**config.mk**
```make
export PLATFORM = sky130hd
export DESIGN_NAME = nes_pad_reader
export DESIGN_NICKNAME = d
export VERILOG_FILES = /design/src/rtl/mario_pkg.sv /design/src/rtl/pad_sync.sv /design/src/rtl/nes_pad_reader.sv
export SDC_FILE = /design/constraint.sdc
export NUM_CORES = 1
export LEC_CHECK = 0
export BUFFER_PORTS_ARGS = -buffer_cell sky130_fd_sc_hd__buf_2
export CELL_PAD_IN_SITES_DETAIL_PLACEMENT = 1
export CELL_PAD_IN_SITES_GLOBAL_PLACEMENT = 2
export CORE_MARGIN = 3
export CORE_UTILIZATION = 38
export CTS_CLUSTER_DIAMETER = 50
export DETAILED_ROUTE_END_ITERATION = 10
export PLACE_DENSITY_LB_ADDON = 0.05
export SLEW_MARGIN = 10
export SYNTH_ARGS = -nofsm -noshare
export SYNTH_HDL_FRONTEND = slang
export SYNTH_HIERARCHICAL = 1
export SYNTH_SLANG_ARGS = --single-unit
```
**constraint.sdc**
```tcl
create_clock -name clk -period 2.08 [get_ports clk]
set_input_delay 0.416 -clock clk [delete_from_list [all_inputs] [get_ports clk]]
set_output_delay 0.416 -clock clk [all_outputs]
set_load 0.02 [all_outputs]
```
**src/rtl/mario_pkg.sv**
```systemverilog
// mario_pkg: button bit positions and the pad polling FSM state type.
package mario_pkg;
  localparam int BTN_A      = 0;
  localparam int BTN_B      = 1;
  localparam int BTN_SELECT = 2;
  localparam int BTN_START  = 3;
  localparam int BTN_UP     = 4;
  localparam int BTN_DOWN   = 5;
  localparam int BTN_LEFT   = 6;
  localparam int BTN_RIGHT  = 7;
  typedef enum logic [2:0] {
    PAD_IDLE,
    PAD_LATCH,
    PAD_SAMPLE,
    PAD_CLK_HI,
    PAD_CLK_LO,
    PAD_UPDATE
  } pad_state_t;
endpackage

```
**src/rtl/pad_sync.sv**
```systemverilog
// pad_sync: 2-flop synchronizer for the pad data line; resets to 1 (button released).
module pad_sync (
  input  logic clk,
  input  logic rst_n,
  input  logic d,
  output logic q
);
  logic m;
  always_ff @(posedge clk or negedge rst_n)
    if (!rst_n) {q, m} <= 2'b11;
    else {q, m} <= {m, d};
endmodule

```
**src/rtl/nes_pad_reader.sv**
```systemverilog
// nes_pad_reader: polls a serial NES pad and decodes move/jump/start commands.
// Define PAD_DEBOUNCE_EN to commit buttons only after two identical consecutive frames.
module nes_pad_reader
  import mario_pkg::*;
#(
  parameter int CLK_HALF     = 4,
  parameter int LATCH_CYCLES = 6,
  parameter int POLL_PERIOD  = 833333
) (
  input  logic       clk,
  input  logic       rst_n,
  input  logic       pad_data,
  output logic       pad_latch,
  output logic       pad_clk,
  output logic [7:0] buttons,
  output logic       frame_valid,
  output logic       move_left,
  output logic       move_right,
  output logic       jump,
  output logic       start_game
);
  localparam int FRAME_LEN = LATCH_CYCLES + 8 + 14 * CLK_HALF + 1;
  localparam int PW = $clog2(POLL_PERIOD);
  localparam int HW = $clog2(CLK_HALF + LATCH_CYCLES);
  if (FRAME_LEN >= POLL_PERIOD || CLK_HALF < 3 || LATCH_CYCLES < 3) begin : g_bad_cfg
    $error("nes_pad_reader: invalid CLK_HALF/LATCH_CYCLES/POLL_PERIOD");
  end
  pad_state_t state, nxt;
  logic [PW-1:0] cnt;
  logic [HW-1:0] ph;
  logic [2:0] idx;
  logic [7:0] sr;
  logic sync_data, commit;
  pad_sync u_sync (.clk(clk), .rst_n(rst_n), .d(pad_data), .q(sync_data));
  always_ff @(posedge clk or negedge rst_n)
    if (!rst_n) begin
      state <= PAD_IDLE;
      cnt   <= '0;
      ph    <= '0;
      idx   <= '0;
    end else begin
      state <= nxt;
      cnt   <= cnt == PW'(POLL_PERIOD - 1) ? '0 : cnt + 1'b1;
      ph    <= nxt == state ? ph + 1'b1 : '0;
      idx   <= state == PAD_IDLE ? 3'd0 : state == PAD_SAMPLE ? idx + 3'd1 : idx;
    end
  always_comb begin
    nxt         = state;
    pad_latch   = state == PAD_LATCH;
    pad_clk     = state == PAD_CLK_HI;
    frame_valid = state == PAD_UPDATE && commit;
    unique case (state)
      PAD_IDLE:   nxt = cnt == '0 ? PAD_LATCH : PAD_IDLE;
      PAD_LATCH:  nxt = ph == HW'(LATCH_CYCLES - 1) ? PAD_SAMPLE : PAD_LATCH;
      PAD_SAMPLE: nxt = idx == 3'd7 ? PAD_UPDATE : PAD_CLK_HI;
      PAD_CLK_HI: nxt = ph == HW'(CLK_HALF - 1) ? PAD_CLK_LO : PAD_CLK_HI;
      PAD_CLK_LO: nxt = ph == HW'(CLK_HALF - 1) ? PAD_SAMPLE : PAD_CLK_LO;
      default:    nxt = PAD_IDLE;
    endcase
  end
`ifdef PAD_DEBOUNCE_EN
  logic [7:0] raw_prev;
  logic prev_ok;
  always_ff @(posedge clk or negedge rst_n)
    if (!rst_n) begin
      raw_prev <= '0;
      prev_ok  <= 1'b0;
    end else if (state == PAD_UPDATE) begin
      raw_prev <= sr;
      prev_ok  <= 1'b1;
    end
  assign commit = prev_ok && sr == raw_prev;
`else
  assign commit = 1'b1;
`endif
  // Commands are derived from the capture itself so they land together with the new buttons.
  always_ff @(posedge clk or negedge rst_n)
    if (!rst_n) begin
      sr         <= '0;
      buttons    <= '0;
      move_left  <= 1'b0;
      move_right <= 1'b0;
      jump       <= 1'b0;
      start_game <= 1'b0;
    end else begin
      if (state == PAD_SAMPLE) sr[idx] <= ~sync_data;
      start_game <= frame_valid & sr[BTN_START] & ~buttons[BTN_START];
      if (frame_valid) begin
        buttons    <= sr;
        move_left  <= sr[BTN_LEFT] & ~sr[BTN_RIGHT];
        move_right <= sr[BTN_RIGHT] & ~sr[BTN_LEFT];
        jump       <= sr[BTN_A];
      end
    end
endmodule

```
Word level (Yosys, flattened, before mapping)

Index checks and enable logic that the tools add are counted.

Add/subtract/negate cells: 3
$lt $le $gt $ge: 2
Eq/ne operators: 10
Muxes and demuxes: 13
Bitwise gates (word level): 8
Reductions and logical operators: 4

Operators by type and width:

| cell                                                                                | number |
|---|---|
| 20-bit by 1-bit adder with 20-bit output, second input constant                     | 1 |
| 20-bit == test, second input constant                                               | 1 |
| 20-bit logical NOT                                                                  | 1 |
| 20-bit two-way mux                                                                  | 1 |
| 3-bit two-way mux                                                                   | 5 |
| 3-bit one-hot mux with 5 select lines                                               | 1 |
| 3-bit == test, second input constant                                                | 3 |
| 8-bit bitwise mux                                                                   | 1 |
| 3-bit by 2-bit == test with 1-bit output, second input constant                     | 2 |
| 4-bit by 1-bit adder with 4-bit output, second input constant                       | 1 |
| 1-bit bitwise AND                                                                   | 4 |
| 4-bit by 2-bit == test with 1-bit output, second input constant                     | 1 |
| 4-bit by 3-bit == test with 1-bit output, second input constant                     | 1 |
| 3-bit by 4-bit < comparator with 1-bit output, second input constant                | 1 |
| 4-bit two-way mux                                                                   | 1 |
| 1-bit inverter                                                                      | 4 |
| 3-bit by 1-bit adder with 3-bit output, second input constant                       | 1 |
| 1-bit demux with 3-bit select                                                       | 1 |
| 3-bit by 1-bit == test with 1-bit output, second input constant                     | 1 |
| 3-bit == test                                                                       | 1 |
| 3-bit by 1-bit greater-or-equal comparator with 1-bit output, second input constant | 1 |
| 3-bit logical NOT                                                                   | 1 |
| 1-bit two-way mux                                                                   | 2 |
| 2-bit two-way mux                                                                   | 1 |
| other kinds (2)                                                                     | 2 |

Register bits after elaboration: 52
Output and inout port bits: 15
Word-level logic and storage cells: 52

Logic depth before layout (Yosys ltp)

Depth after elaboration: 5
Depth in mapped cells: 8
Mapped depth without buffers: 6

Hierarchy

The synthesis kept the hierarchy.

Modules (own cells, without submodules):

| module         | instances | cells each | area each (µm²) |
|---|---|---|---|
| nes_pad_reader | 1         | 237        | 2379.8 |
| pad_sync       | 1         | 2          | 52.6 |

Worst setup path before layout

OpenSTA, ideal clock, no wires.

Path type: register -> register
Start: register cnt[0]
End: register cnt[18]
Library setup time: 77 ps
Arrival: 1594 ps
Data required time: 2003 ps
Path slack: 409 ps
Cell stages (with the launch flop): 6
Clock period less this slack: 1671 ps
Path through: dfrtp_1 -> ha_1 -> nand3_1 -> or3_4 -> or3_1 -> a21oi_1

Longest elaborated chain between the ends: 2

Ends and longest elaborated chain:

| item                                                                              | line                 | text |
|---|---|---|
| start, declared                                                                   | nes_pad_reader.sv:29 | `logic [PW-1:0] cnt;` |
| start signal, assigned                                                            | nes_pad_reader.sv:43 | `cnt <= cnt == PW'(POLL_PERIOD - 1) ? '0 : cnt + 1'b1;` |
| 20-bit by 1-bit adder with 20-bit output / 20-bit == test (equally long branches) | nes_pad_reader.sv:43 |  |
| 20-bit two-way mux *                                                              | nes_pad_reader.sv:43 |  |

Mark *: on every way between the ends. The rest lies on a longest branch, timed or not.
A chain may end at the register's enable or synchronous reset.

Worst setup path in the final report

Start: register state[0]
End: output pad_latch

Longest elaborated chain between the ends: 1

Ends and longest elaborated chain:

| item                                     | line                 | text |
|---|---|---|
| start, declared                          | nes_pad_reader.sv:28 | `pad_state_t state, nxt;` |
| start signal, assigned                   | nes_pad_reader.sv:42 | `state <= nxt;` |
| 3-bit by 1-bit == test with 1-bit output | nes_pad_reader.sv:49 | `pad_latch = state == PAD_LATCH;` |
| end, declared                            | nes_pad_reader.sv:13 | `output logic pad_latch,` |

No other way between the ends.

==> summary.txt <==
Critical path
  • Crit-path cells: clkinv_1 -> nor3_1 -> buf_2
  • Worst Setup SP: state[0]
  • CP Data Required Time: 1.66 ns
  • Slowest-stage cell, CP: dfrtp_1
  • RR Startpoint: cnt[0]
  • Crit Path Max Fanout: 11
  • CP max stage delay: ~0.55 ns
  • Reg2reg setup slack: roughly 0.34 ns
  • Crit end category: primary output
  • Crit path kind: register to primary output
  • Critical Path AT: 1.50 ns
  • CP Launch Type: register

Finish
  • Area occupied by multi-input gates: 1062 µm²
  • Diodes inserted: 0
  • # fillers: 689
  • Finished Layout Cells: 339
  • Sequential cell area: roughly 1300 µm²
  • Final net count: 272
  • Fraction of layout cells with a size suffix above 1: approximately 17%
  • Final instance area: ~2800 µm²
  • Layout area overhead: 13.43%

Timing
  • Final period util: roughly 92%
  • Actual slew at the worst max-slew pin: 0.5097 ns
  • Count of final setup violators: 0
  • Clock skew: 0.008537 ns
  • Final hold vios: 0
  • Setup TNS: 0 ns
  • Slew Limit Fails: 0
  • Max Fclk: 522.0 MHz
  • Slew headroom: between 60% and 70%
  • Crit path time final: 1.916 ns
  • RSZ-0062 raised after global routing: false

Logic synthesis
  • Synth unique cells: 45
  • Count leader, synth: dfrtp_1
  • Mapped Nets: 248
  • Top FF cell, synth: dfrtp_1
  • Post-synth ARST share: 100.0%
  • Post-synthesis sequential area ratio: between 50% and 60%
  • Top post-synthesis cells by area: dfrtp_1 50%, nand2_1 4.3%, xor2_1 3.2%
  • Cell accounting for the most synthesized area: dfrtp_1
  • Area share of the largest cell type after synthesis: between 50 and 60%
  • Avg Synthesized Cell Area: 10.18 µm²
  • Seq cells post-synth: roughly 50
  • Cell Area, Synth: 2432 µm²
  • Synth top cells by count: 49 x dfrtp_1, 28 x nand2_1, 19 x nor2_1
  • Ys Warns: 6
  • Post-synth EDFFs: 0
  • Gate Count Post-Synth: 239

Floorplan
  • Chip width: 86.01 µm
  • Total die area: around 7400 µm²
  • Die H: 86.01 µm
  • IO Count: 18
  • Rows: 28
  • Starting density of the core: 40.13%
  • Placeable Area: just over 6000 µm²

Placed design
  • DP Cell Count: 331
  • Final RePlAce weighted congestion: 0.7650
  • Dpl hpwl: 3799 µm
  • Placed cell areas: 2660 µm²
  • Port-buffer cells: 17

CTS
  • Post-CTS Resized: 0
  • Clk root buf: clkbuf_8
  • Clk Latency, worst-skew pair: 0.31 ns
  • Clk pin slew, worst setup/hold paths: 0.10 ns
  • Max H-tree Level: 2
  • Setup bufs post-CTS: 0
  • Clk buf depth: 2
  • CTS sink count: 51
  • CTS tree: yes
  • Hold buffers post-CTS: 0
  • Num CTS Buffers: 5

Global route
  • Vias in the first global route: 1,807
  • Total congestion overflow: 0
  • First-pass GRT wire length: 9128 µm
  • Initial antenna violation count: 0
  • All-Layer GR Usage: 15.58%
  • Largest net degree at the start of global routing: 24

Detailed routing
  • Post-Route WL: 5259 µm
  • WL per Instance: 15.51 µm
  • DRC errors left: 0
  • Via-per-instance ratio: 5.277
  • Drt first pass iters: 4
  • Via count: ~1,800
  • Post-DRT Antenna Nets: 0
  • Initial drt markers: 51

Power and ir drop
  • Leak pwr: 0.001258 µW
  • VDD IR max: approximately 0.28 mV
  • Pwr dens: 595.9 nW/µm²

Run
  • Max-cap viol count: 0

Status
  • Status: completed

Min path
  • Hold Path Class: input pin to asynchronous set/reset pin
[sequential cells by signal, indices dropped and copies added (netlist names)]
name        cells
u_sync/m        1
buttons         8
idx             3
ph              4
move_left       1
move_right      1
cnt            20
start_game      1
u_sync/q        1
sr              8
state           3
[report_power, final]
part | switching, µW | internal [µW] | total, µW | leakage, µW
sequential | 4.49 | 999 | 1000 | 0.000660
clock | 335 | 272 | 607 | 0.0000474
combinational | 24.1 | 9.05 | 33.1 | 0.000550
[per-stage QoR]
stage	util (%)	hold slack (ns)	setup WS [ns]	total power, µW
6_report	45.52	0.06649	0.1643	1644
2_1_floorplan	-	0.1204	0.4089	1027
3_3_place_gp	43.89	0.3465	0.3524	1058
4_1_cts	45.52	0.07480	0.1533	1681
3_5_place_dp	43.89	0.3473	0.3540	1059
5_1_grt	45.52	0.09803	0.03504	1701
[per-layer routing]
| metal | up-vias | track usage [%] | wire [µm] |
|---|---|---|---|
| met1 | 886 | 22.41 | 2649 |
| li1 | 876 | - | - |
| met4 | 0 | 4.748 | 58 |
| met3 | 4 | 2.882 | 144 |
| met2 | 23 | 23.83 | 2406 |
| met5 | - | 0 | 0 |
[path summary, 6_finish.rpt]
| kind | to | cells after the start |
|---|---|---|
| worst max-delay path | pad_latch | 3 |
| worst min-delay path | state[2] | 1 |
| worst max register to register | ph[2] | 6 |
| worst min register to register | u_sync/q | 0 |
| max in group asynchronous | u_sync/q | 2 |
| min in group clk | u_sync/m | 1 |
[cell families after synthesis]
group | after synthesis | synth area share [%]
DFF | 51 | 52.57
AOI/OAI and AO/OA | 35 | 8.900
buffers and inverters | 23 | 3.755
xor gates and xnor gates | 17 | 6.122
and+or+nand+nor | 101 | 23.05
adders and majority gates | 6 | 3.086
muxes | 6 | 2.521
[layout make-up]
cell class                      count  area share, %
Clock inverter                      2         0.5896
Clock buffer                        6          2.993
Timing Repair Buffer               28          6.531
Inverter                           12          1.633
Sequential cell                    51          46.35
Multi-Input combinational cell    165          38.50
Tap cell                           75          3.401
[cell usage in the layout (no fill, tap or decap), types with 5 or more instances in the layout]
master and count:
nor2_1 19, xnor2_1 8, nand2_1 28, o21ai_0 14, buf_4 10, dfrtp_1 49
mux2i_1 5, nor3b_1 5, ha_1 6, nand3_1 9, nand4_1 5, inv_1 11
buf_2 17, a211oi_1 5, a21oi_1 5, nor3_1 7, clkbuf_8 6, nor4_1 5
xor2_1 9
[critical path, delay by kind of cell, from the launching register on]
family                 cells  cell delay [ns]
buffers and inverters      2             0.44
DFF                        1             0.55
and+or+nand+nor            1             0.20
(Power assumes the default switching activity.)
